File: src/rtl/layer_serializer.sv
// Captures the parallel posit results a layer presents at end-of-window and
// re-emits them downstream as one sow/eow framed window, one posit per beat.
module layer_serializer #(
    parameter int POSIT_WIDTH = 4,
    parameter int NB_POSITRON = 16
) (
    input  logic                               clk,
    input  logic                               rst_n,
    output logic                               rtr_o,
    input  logic                               rts_i,
    input  logic                               eow_i,
    input  logic [NB_POSITRON*POSIT_WIDTH-1:0] posits_i,
    input  logic                               rtr_i,
    output logic                               rts_o,
    output logic                               sow_o,
    output logic                               eow_o,
    output logic [POSIT_WIDTH-1:0]             posit_o
);

    localparam int IDX_W = (NB_POSITRON > 1) ? $clog2(NB_POSITRON) : 1;
    localparam logic [IDX_W-1:0] LAST_IDX = IDX_W'(NB_POSITRON - 1);

    typedef enum logic {
        IDLE,
        SEND
    } state_e;

    state_e                                   state_q, state_d;
    logic [IDX_W-1:0]                         idx_q, idx_d;
    logic [NB_POSITRON-1:0][POSIT_WIDTH-1:0]  lane_q, lane_d;
    logic                                     rtr_q, rtr_d;
    logic                                     rts_q, rts_d;
    logic                                     sow_q, sow_d;
    logic                                     eow_q, eow_d;
    logic [POSIT_WIDTH-1:0]                   posit_q, posit_d;

    // Outputs are precomputed for the beat after the edge, so nothing
    // downstream ever sees a combinational path from rtr_i or rts_i.
    always_comb begin
        state_d = state_q;
        idx_d   = idx_q;
        lane_d  = lane_q;
        rtr_d   = rtr_q;
        rts_d   = rts_q;
        sow_d   = sow_q;
        eow_d   = eow_q;
        posit_d = posit_q;
        case (state_q)
            IDLE: begin
                if (rts_i && eow_i && rtr_q) begin
                    lane_d  = posits_i;
                    idx_d   = '0;
                    state_d = SEND;
                    rtr_d   = 1'b0;
                    rts_d   = 1'b1;
                    sow_d   = 1'b1;
                    eow_d   = (LAST_IDX == '0);
                    posit_d = posits_i[POSIT_WIDTH-1:0];
                end
            end
            SEND: begin
                if (rtr_i) begin
                    if (idx_q == LAST_IDX) begin
                        state_d = IDLE;
                        idx_d   = '0;
                        rtr_d   = 1'b1;
                        rts_d   = 1'b0;
                        sow_d   = 1'b0;
                        eow_d   = 1'b0;
                        posit_d = '0;
                    end else begin
                        idx_d   = idx_q + IDX_W'(1);
                        sow_d   = 1'b0;
                        eow_d   = (idx_d == LAST_IDX);
                        posit_d = lane_q[idx_d];
                    end
                end
            end
            default: state_d = IDLE;
        endcase
    end

    always_ff @(posedge clk or negedge rst_n) begin
        if (!rst_n) begin
            state_q <= IDLE;
            idx_q   <= '0;
            lane_q  <= '0;
            rtr_q   <= 1'b1;
            rts_q   <= 1'b0;
            sow_q   <= 1'b0;
            eow_q   <= 1'b0;
            posit_q <= '0;
        end else begin
            state_q <= state_d;
            idx_q   <= idx_d;
            lane_q  <= lane_d;
            rtr_q   <= rtr_d;
            rts_q   <= rts_d;
            sow_q   <= sow_d;
            eow_q   <= eow_d;
            posit_q <= posit_d;
        end
    end

    assign rtr_o   = rtr_q;
    assign rts_o   = rts_q;
    assign sow_o   = sow_q;
    assign eow_o   = eow_q;
    assign posit_o = posit_q;

endmodule

File: config.mk
export PLATFORM = sky130hd
export DESIGN_NAME = layer_serializer
export DESIGN_NICKNAME = d
export VERILOG_FILES = /design/src/rtl/layer_serializer.sv
export SDC_FILE = /design/constraint.sdc
export NUM_CORES = 1
export LEC_CHECK = 0
export ABC_AREA = 1
export BUFFER_PORTS_ARGS = -buffer_cell sky130_fd_sc_hd__buf_2
export CAP_MARGIN = 0
export CORE_MARGIN = 2
export CORE_UTILIZATION = 55
export DETAILED_ROUTE_END_ITERATION = 6
export HOLD_SLACK_MARGIN = 0.15
export PLACE_DENSITY = 0.87
export SETUP_SLACK_MARGIN = 0.3
export SLEW_MARGIN = 20
export SYNTH_ARGS = -nofsm -noshare
export SYNTH_HDL_FRONTEND = slang
export SYNTH_SLANG_ARGS = --single-unit
export TNS_END_PERCENT = 30
File: constraint.sdc
create_clock -name clk -period 2.4 [get_ports clk]
set_input_delay 0.24 -clock clk [delete_from_list [all_inputs] [get_ports clk]]
set_output_delay 0.24 -clock clk [all_outputs]
set_load 0.01 [all_outputs]
==> results by stage, run 1 <==
Global route:
- The maximum number of pins on one net before global-route repair is 107.
- After global routing the overflow that remains totals 0.
- The first global-routing pass estimated 16.7 mm of wire.
- The number of antenna violations at the first check in global routing is 0.
- The global router's overall resource usage is 29.2%.
- The number of global-route vias before repair was 3,651.

Critical path:
- The endpoint of the worst register-to-register path is posit_o[1].
- The worst register-to-register path has a setup slack of 0.58 ns.
- Measured in cells, the most critical reg-to-reg path has a length of 9.
- For the worst setup path, the data required time is 2.69 ns.
- In this run the worst path has a maximum fanout of 13.
- The worst setup path is launched from a flip-flop.
- The worst register-to-register path begins at idx_q[0].
- The capturing element type of the critical path is a flip-flop.
- The setup path with the least slack is of type flip-flop to flip-flop.
- The worst path arrival time is 2.11 ns.

Synth:
- The share of cell area taken by muxes after synthesis is 0%.
- The synthesized netlist devotes 0.672% of its cell area to adder and majority cells.
- A synthesized cell averages 7.79 um^2.
- Summing the areas of all compound-gate instances in the mapped netlist gives 10.8% of the synthesized area.
- The net count of the mapped netlist is 549.
- The number of distinct library cells after synthesis is 23.
- During synthesis, Yosys emitted a total of 0 warnings.
- By area, the combinational part of the netlist is dominated by simple AND/OR/NAND/NOR gates.
- Synthesis produced 478 cells.
- The mapped netlist covers 3720 um^2.
- Sequential elements use 51.8% of the synthesized area.
- The area share of and/or/nand/nor cells after synthesis is 24.9%.
- After Yosys synthesis, XOR and XNOR cells account for 1.85% of the synthesized area.
- Counting flops and latches in the post-synthesis netlist gives 77.

Worst hold path:
- The hold path startpoint is posits_i[33].
- The worst min-delay path endpoint is lane_q[33].
- Along the worst hold path, the cell count comes to 3.
- In this run the worst hold path is classified as input port to flip-flop.

Layout:
- Measured on the finished design, the core utilization comes to 78.0%.
- The area added between synthesis and finish is 35.3%.
- 0 antenna diodes ended up in the layout.
- Leaving out fill and tap cells, the most frequent cell in the layout is sky130_fd_sc_hd__nand2_1.
- The post-layout net count is 682.
- Counting the fill cells in the layout gives 427.
- Leaving out fill and tap cells, the most frequent cells in the layout are 160 x sky130_fd_sc_hd__nand2_1, 76 x sky130_fd_sc_hd__dfrtp_1, 75 x sky130_fd_sc_hd__buf_2.
- Of the cells placed in the final design, the portion with a size suffix greater than 1 is 18.0%.

Route:
- After detailed routing, the average wire length per cell comes to 14.7 um.
- After detailed routing, the number of vias per cell comes to 5.38.
- The antenna violation net count after detailed routing is 0.
- In this run, the number of DRC markers left after iteration 0 of detailed routing was 412.
- The DRC violation count after routing is 0.
- The detailed router placed 3,726 vias in this run.
- The first detailed-routing pass ran for 7 iterations.
- The routed design has 10.2 mm of wire.

STA:
- The number of setup violations in the final report is 0.
- The setup clock skew after layout is 0.00730 ns.
- The worst pin sits at a relative slew slack of 37.3%.
- The worst path uses 76.0% of the clock period.
- The final count of hold timing violations is 0.
- In the final timing run, aggregate negative setup slack is 0 ns.
- The minimum period implied by the final worst setup slack is 1.82 ns.
- The number of pins exceeding their max-slew limit in the final report is 0.
- Setup repair after global routing left no endpoint under its margin.
- For this run, the top clock speed supported by timing is 548 MHz.
- The pin slew with the least headroom to its limit is 0.941 ns.

Die:
- The initial core utilization is 57.6%.
- The core area is 6460 um^2.
- The count of pins on the block boundary is 77.
- The floorplan step defined a die boundary enclosing 7440 um^2.
- The die is 86.3 um tall.
- The die width is 86.3 um.
- The number of placement rows is 29.

Clocking:
- The H-tree was split into 3 levels.
- The number of buffers added for setup after CTS is 0.
- The clock edge transition at the registers on the reported setup and hold paths is 0.07 ns.
- The tree built by TritonCTS fans out to 77 sinks.
- Clock tree synthesis selected as its root buffer the cell sky130_fd_sc_hd__clkbuf_8.
- TritonCTS built the clock tree.
- The number of buffers between clock root and the deepest sink is 2.
- At the later pin of the worst-skew pair, clock insertion delay measures 0.36 ns.
- The number of clock buffers inserted by TritonCTS is 9.

Placement:
- Detailed placement ended at an HPWL of 6.02 mm.
- The count of port buffers added during placement is 76.
- Routability-driven placement finished with a final weighted congestion of 0.880.

Power:
- The leakage power figure is 2.54 nW.
- The power per standard cell area is 879 nW/um^2.
- The largest vdd supply drop is 0.000595 V.

Status:
- The flow ran to the end, and the final reports show no timing, DRC or antenna violations.

Job:
- The max-capacitance violation count is 0.
==> state kept, by name (all words and copies together), names as in the netlist <==
name and flops:
eow_o 1, idx_q 4, lane_q 64, posit_o 4
rtr_o 1, rts_o 1, sow_o 1, state_q 1
==> cell type report <==
class                           instances  area, um^2  area share (%)
Timing Repair Buffer                  146        1080            21.5
Tap cell                               77        96.3            1.91
Sequential cell                        77        1930            38.3
Clock inverter                          3        65.1            1.29
Multi-Input combinational cell        309        1430            28.4
Inverter                               68         255            5.07
Clock buffer                           13         179            3.55
==> cells in the mapped netlist <==
| master | count | area [um^2] |
|---|---|---|
| sky130_fd_sc_hd__a21oi_1 | 4 | 20.0 |
| sky130_fd_sc_hd__xor2_4 | 1 | 27.5 |
| sky130_fd_sc_hd__nor2_1 | 14 | 52.6 |
| sky130_fd_sc_hd__buf_2 | 13 | 65.1 |
| sky130_fd_sc_hd__buf_4 | 1 | 7.51 |
| sky130_fd_sc_hd__xnor2_1 | 1 | 8.76 |
| sky130_fd_sc_hd__nand3_1 | 50 | 250 |
| sky130_fd_sc_hd__ha_1 | 2 | 25.0 |
| sky130_fd_sc_hd__nand4_1 | 1 | 6.26 |
| sky130_fd_sc_hd__nand3_2 | 1 | 10.0 |
| sky130_fd_sc_hd__inv_2 | 3 | 11.3 |
| sky130_fd_sc_hd__a22o_1 | 1 | 8.76 |
| sky130_fd_sc_hd__a21oi_2 | 4 | 35.0 |
| sky130_fd_sc_hd__nand2_1 | 160 | 601 |
| sky130_fd_sc_hd__inv_1 | 65 | 244 |
| sky130_fd_sc_hd__xor2_2 | 2 | 32.5 |
| sky130_fd_sc_hd__nor2_2 | 1 | 6.26 |
| sky130_fd_sc_hd__buf_6 | 1 | 11.3 |
| sky130_fd_sc_hd__dfrtp_1 | 76 | 1900 |
| sky130_fd_sc_hd__dfstp_2 | 1 | 26.3 |
| sky130_fd_sc_hd__o21ai_0 | 66 | 330 |
| sky130_fd_sc_hd__clkbuf_1 | 9 | 33.8 |
| sky130_fd_sc_hd__o211ai_1 | 1 | 7.51 |
==> metrics by stage <==
stage | cells | area [um^2] | setup slack, ns | power [mW] | hold slack (ns)
finish | 693 | 5040 | 0.575 | 4.43 | 0.150
global route | 693 | 5040 | 0.348 | 4.70 | 0.193
CTS | 693 | 5030 | 0.381 | 4.40 | 0.154
detailed placement | 612 | 4130 | 0.381 | 3.17 | 0.444
global placement | 612 | 4130 | 0.515 | 3.11 | 0.433
floorplan | 478 | 3720 | 0.494 | 2.74 | -0.0556
==> worst max-delay path, cell delays in order, from the launching register on <==
cell	delay [ns]
sky130_fd_sc_hd__dfrtp_1	0.55
sky130_fd_sc_hd__inv_2	0.07
sky130_fd_sc_hd__ha_1	0.31
sky130_fd_sc_hd__inv_1	0.29
sky130_fd_sc_hd__nand3_1	0.13
sky130_fd_sc_hd__nand3_1	0.09
sky130_fd_sc_hd__nand3_1	0.09
sky130_fd_sc_hd__nand2_1	0.07
sky130_fd_sc_hd__nand2_1	0.06
sky130_fd_sc_hd__a21oi_2	0.11
==> kinds of logic after synthesis <==
kind of cell | Yosys count
AOI/OAI and AO/OA | 76
xor gates and xnor gates | 4
adders and majority gates | 2
buffers and inverters | 92
DFF | 77
and+or+nand+nor | 227
==> worst max-delay path by stage <==
stage                            end     start
after floorplan           posit_o[2]  idx_q[0]
after global placement    posit_o[3]  idx_q[0]
after detailed placement  posit_o[3]  idx_q[0]
after CTS                 posit_o[3]  idx_q[0]
after global routing      posit_o[0]  idx_q[0]
final                     posit_o[1]  idx_q[0]
==> timing repair <==
action,in CTS,in global routing
hold endpoints to repair,140,0
resized for setup,0,1
setup endpoints to repair,0,4
hold buffers,65,0
==> report_power, final <==
part	internal, mW	switching (mW)	total, mW
clock network	0.698	0.458	1.16
logic	0.635	0.975	1.61
registers	1.52	0.139	1.66
total	2.86	1.57	4.43
==> routing by layer <==
metal	vias to the layer above	GRT usage [%]	share of wire (%)
met3	31	5.62	7.0
met1	1722	37.6	40
met4	0	10.9	2.7
met5	-	0	0
li1	1754	-	-
met2	219	49.4	50
Power figures use the tool's default switching activity.
==> run 2: changes to the inputs <==
--- a/config.mk
+++ b/config.mk
@@ -9,10 +9,10 @@
 export BUFFER_PORTS_ARGS = -buffer_cell sky130_fd_sc_hd__buf_2
 export CAP_MARGIN = 0
 export CORE_MARGIN = 2
-export CORE_UTILIZATION = 55
+export CORE_UTILIZATION = 49
 export DETAILED_ROUTE_END_ITERATION = 6
 export HOLD_SLACK_MARGIN = 0.15
-export PLACE_DENSITY = 0.87
+export PLACE_DENSITY = 0.82
 export SETUP_SLACK_MARGIN = 0.3
 export SLEW_MARGIN = 20
 export SYNTH_ARGS = -nofsm -noshare
==> constraint.sdc (replaced) <==
create_clock -name clk -period 1.67 [get_ports clk]
set_input_delay 0.167 -clock clk [delete_from_list [all_inputs] [get_ports clk]]
set_output_delay 0.167 -clock clk [all_outputs]
set_load 0.01 [all_outputs]
==> results by stage, run 2 (same netlist as run 1, synthesis figures left out) <==
Power:
- The power per standard cell area was 1220 nW/um^2 (+39%).
- The largest vdd supply drop is 0.000898 V (+51%).
- The leakage power figure came to 2.74 nW (+7.9%).

Layout:
- From synthesis to final layout, the design area changed by 50.4%.
- The library cells used most frequently in the layout, excluding fill and tap cells, are 151 x sky130_fd_sc_hd__nand2_1, 75 x sky130_fd_sc_hd__buf_2, 73 x sky130_fd_sc_hd__dfrtp_1.
- The count of antenna diodes in the layout is 0 (unchanged).
- The post-layout net count is 706 (+3.5%).
- Leaving out fill and tap cells, the most frequent cell in the layout is sky130_fd_sc_hd__nand2_1.
- The register ranked first by flip-flop count is lane_q.
- The design area was 5600 um^2 (+11%).
- The fraction of final layout cells with drive strength greater than 1 came to 27.5% (+9.5 points).
- The number of flip-flops in the largest register is 64 (unchanged).

STA:
- The final worst-path setup slack is 0.0761 ns (-0.499 ns).
- The final count of hold timing violations is 0 (unchanged).
- The number of setup violations in the final report is 0 (unchanged).
- The number of pins exceeding their max-slew limit in the final report is 0 (unchanged).
- The tightest slew margin relative to the limit came to 64.8% (+28 points).
- The maximum clock frequency is 627 MHz (+14%).
- Setup repair after global routing could not meet its margin everywhere.
- The pin slew with the least headroom to its limit was 0.527 ns (-0.414 ns).
- The setup TNS after final layout was 0 ns (unchanged).
- The post-route fraction of the period consumed by the critical path came to 95.4% (+19 points).
- The minimum period implied by the final worst setup slack was 1.59 ns (-0.231 ns).
- The setup clock skew after layout was 0.00914 ns (+0.00184 ns).

Critical path:
- The cell repeated most along the worst path is sky130_fd_sc_hd__nand3_1.
- The category of the most critical setup path is flip-flop to flip-flop.
- The stage delay of the slowest cell on the critical path is 0.43 ns (-0.12 ns).
- The source of the worst register-to-register timing path is idx_q[0].
- STA classifies the critical path startpoint as a flip-flop.
- The worst path arrival time is 1.88 ns (-0.23 ns).
- The first element of the critical path is idx_q[0].
- The data required time of the worst path is 1.96 ns (-0.73 ns).
- The slowest cell on the critical path is sky130_fd_sc_hd__dfrtp_2.
- The count of buffering cells on the critical path with inverters included was 2 (unchanged).
- The number of logic stages on the critical path including buffering is 9 (unchanged).
- The cell depth of the worst flop-to-flop path came to 9 (unchanged).
- The kind of cell with the highest combined delay along the critical path is flip-flops.
- The critical path goes through inv_2, ha_4, buf_6, nand3_1, nand3_2, nand3_1, nand2_1, nand2_2, a21oi_2.
- The maximum fanout count along the critical path is 5 (-8).
- The capturing element type of the critical path is a flip-flop.

Clocking:
- The worst-skew pair later-pin latency is 0.35 ns (about the same).
- The number of clock sinks seen by CTS came to 77 (unchanged).
- The number of clock buffers inserted by TritonCTS is 9 (unchanged).
- CTS placed an instance of sky130_fd_sc_hd__clkbuf_8 at the clock tree root.
- The clock edge transition at the registers on the reported setup and hold paths is 0.08 ns (about the same).
- The number of levels in the clock H-tree is 3 (unchanged).
- The number of buffers between clock root and the deepest sink is 2 (unchanged).
- TritonCTS built the clock tree.

Worst hold path:
- The min-delay analysis places its worst path in the category input port to flip-flop.
- The number of instances on the worst hold path is 4 (+1).
- The worst hold path begins at rtr_i.

Die:
- The area of the die came to 8310 um^2 (+12%).
- The count of pins on the block boundary is 77 (unchanged).
- The number of placement rows is 31 (+6.9%).
- The initial core utilization is 51.0% (-6.6 points).
- The die height is 91.2 um (+5.7%).
- The core area is 7290 um^2 (+13%).
- The die width is 91.2 um (+5.7%).

Route:
- The ratio of routed vias to standard cells was 5.22 (-3.0%).
- The total iterations of the first detailed-routing run is 5 (-2).
- The average detailed-routed wire length per instance is 16.5 um (+12%).
- The antenna violation net count after detailed routing is 0 (unchanged).
- The via count was 3,856 (+3.5%).
- The DRC violation count after routing is 0 (unchanged).
- The DRC marker count from the first detailed-route iteration is 239 (-42%).
- The wire length after detailed routing is 12.2 mm (+19%).

Placement:
- The count of port buffers added during placement is 76 (unchanged).
- The worst slack at placement was 0.0285 ns (-0.352 ns).
- The post-detailed-placement cell area is 4260 um^2 (+3.1%).
- The placer's final routability congestion estimate is 0.886 (+0.60%).
- The detailed-placement wirelength estimate is 6.63 mm (+10%).

Global route:
- The global router's overall resource usage is 26.8% (-2.4 points).
- The total overflow reported by the global router is 0 (unchanged).
- The maximum number of pins on one net before global-route repair is 66 (-38%).
- The number of global-route vias before repair is 3,785 (+3.7%).
- The number of antenna violations at the first check in global routing was 0 (unchanged).
- The first-pass GRT wire length came to 17.7 mm (+6.2%).

Job:
- The max-capacitance violation count is 0 (unchanged).

Status:
- The flow ran to the end, and the final reports show no timing, DRC or antenna violations.
[run 2: final timing paths]
check                              to  slack [ns]
setup / recovery           posit_o[2]        0.08
hold / removal                  sow_o        0.23
setup reg to reg           posit_o[2]        0.08
hold reg to reg            lane_q[15]        0.49
max in group asynchronous   lane_q[9]        0.77
min in group asynchronous  lane_q[24]        0.35
[run 2: per-layer routing]
metal	GRT usage (%)	wire length, um
met5	0	0
met2	45.9	6200
met4	10.6	340
met1	34.4	4910
met3	3.82	734
[run 2: worst min-delay path, cell delays in order]
cell	delay, ns
sky130_fd_sc_hd__buf_2	0.09
sky130_fd_sc_hd__nand2_1	0.14
sky130_fd_sc_hd__nand2_1	0.09
sky130_fd_sc_hd__nand2_1	0.05
[run 2: timing repair]
action                                  4_1_cts  5_1_grt
cloned                                        0        7
hold buffers                                 66        0
setup buffers                                 4        5
pin swaps                                     2       24
hold endpoints to repair                    102        0
resized for setup                            12       63
endpoints found under the setup margin        9       65
[run 2: cell type report]
type | instances | area (um^2)
Sequential cell | 77 | 1930
Fill cell | 490 | 1700
Timing Repair Buffer | 170 | 1460
Clock buffer | 14 | 163
Clock inverter | 2 | 10.0
Multi-Input combinational cell | 309 | 1650
Tap cell | 99 | 124
Inverter | 68 | 265
[run 2: stage by stage]
stage / util, % / total power, mW / cells / hold WS (ns)
6_report: 76.8 / 6.84 / 739 / 0.230
5_1_grt: 76.8 / 7.23 / 739 / 0.263
4_1_cts: 71.1 / 6.41 / 727 / 0.202
3_5_place_dp: 58.5 / 4.78 / 641 / 0.184
3_3_place_gp: 58.5 / 4.69 / 641 / 0.170
2_1_floorplan: - / 4.07 / 478 / -0.129
[run 2: power by group]
part           switching [mW]  internal, mW  total [mW]
registers               0.227          2.19        2.42
clock network           0.667         0.619        1.29
logic                    1.75          1.38        3.13
total                    2.64          4.19        6.84
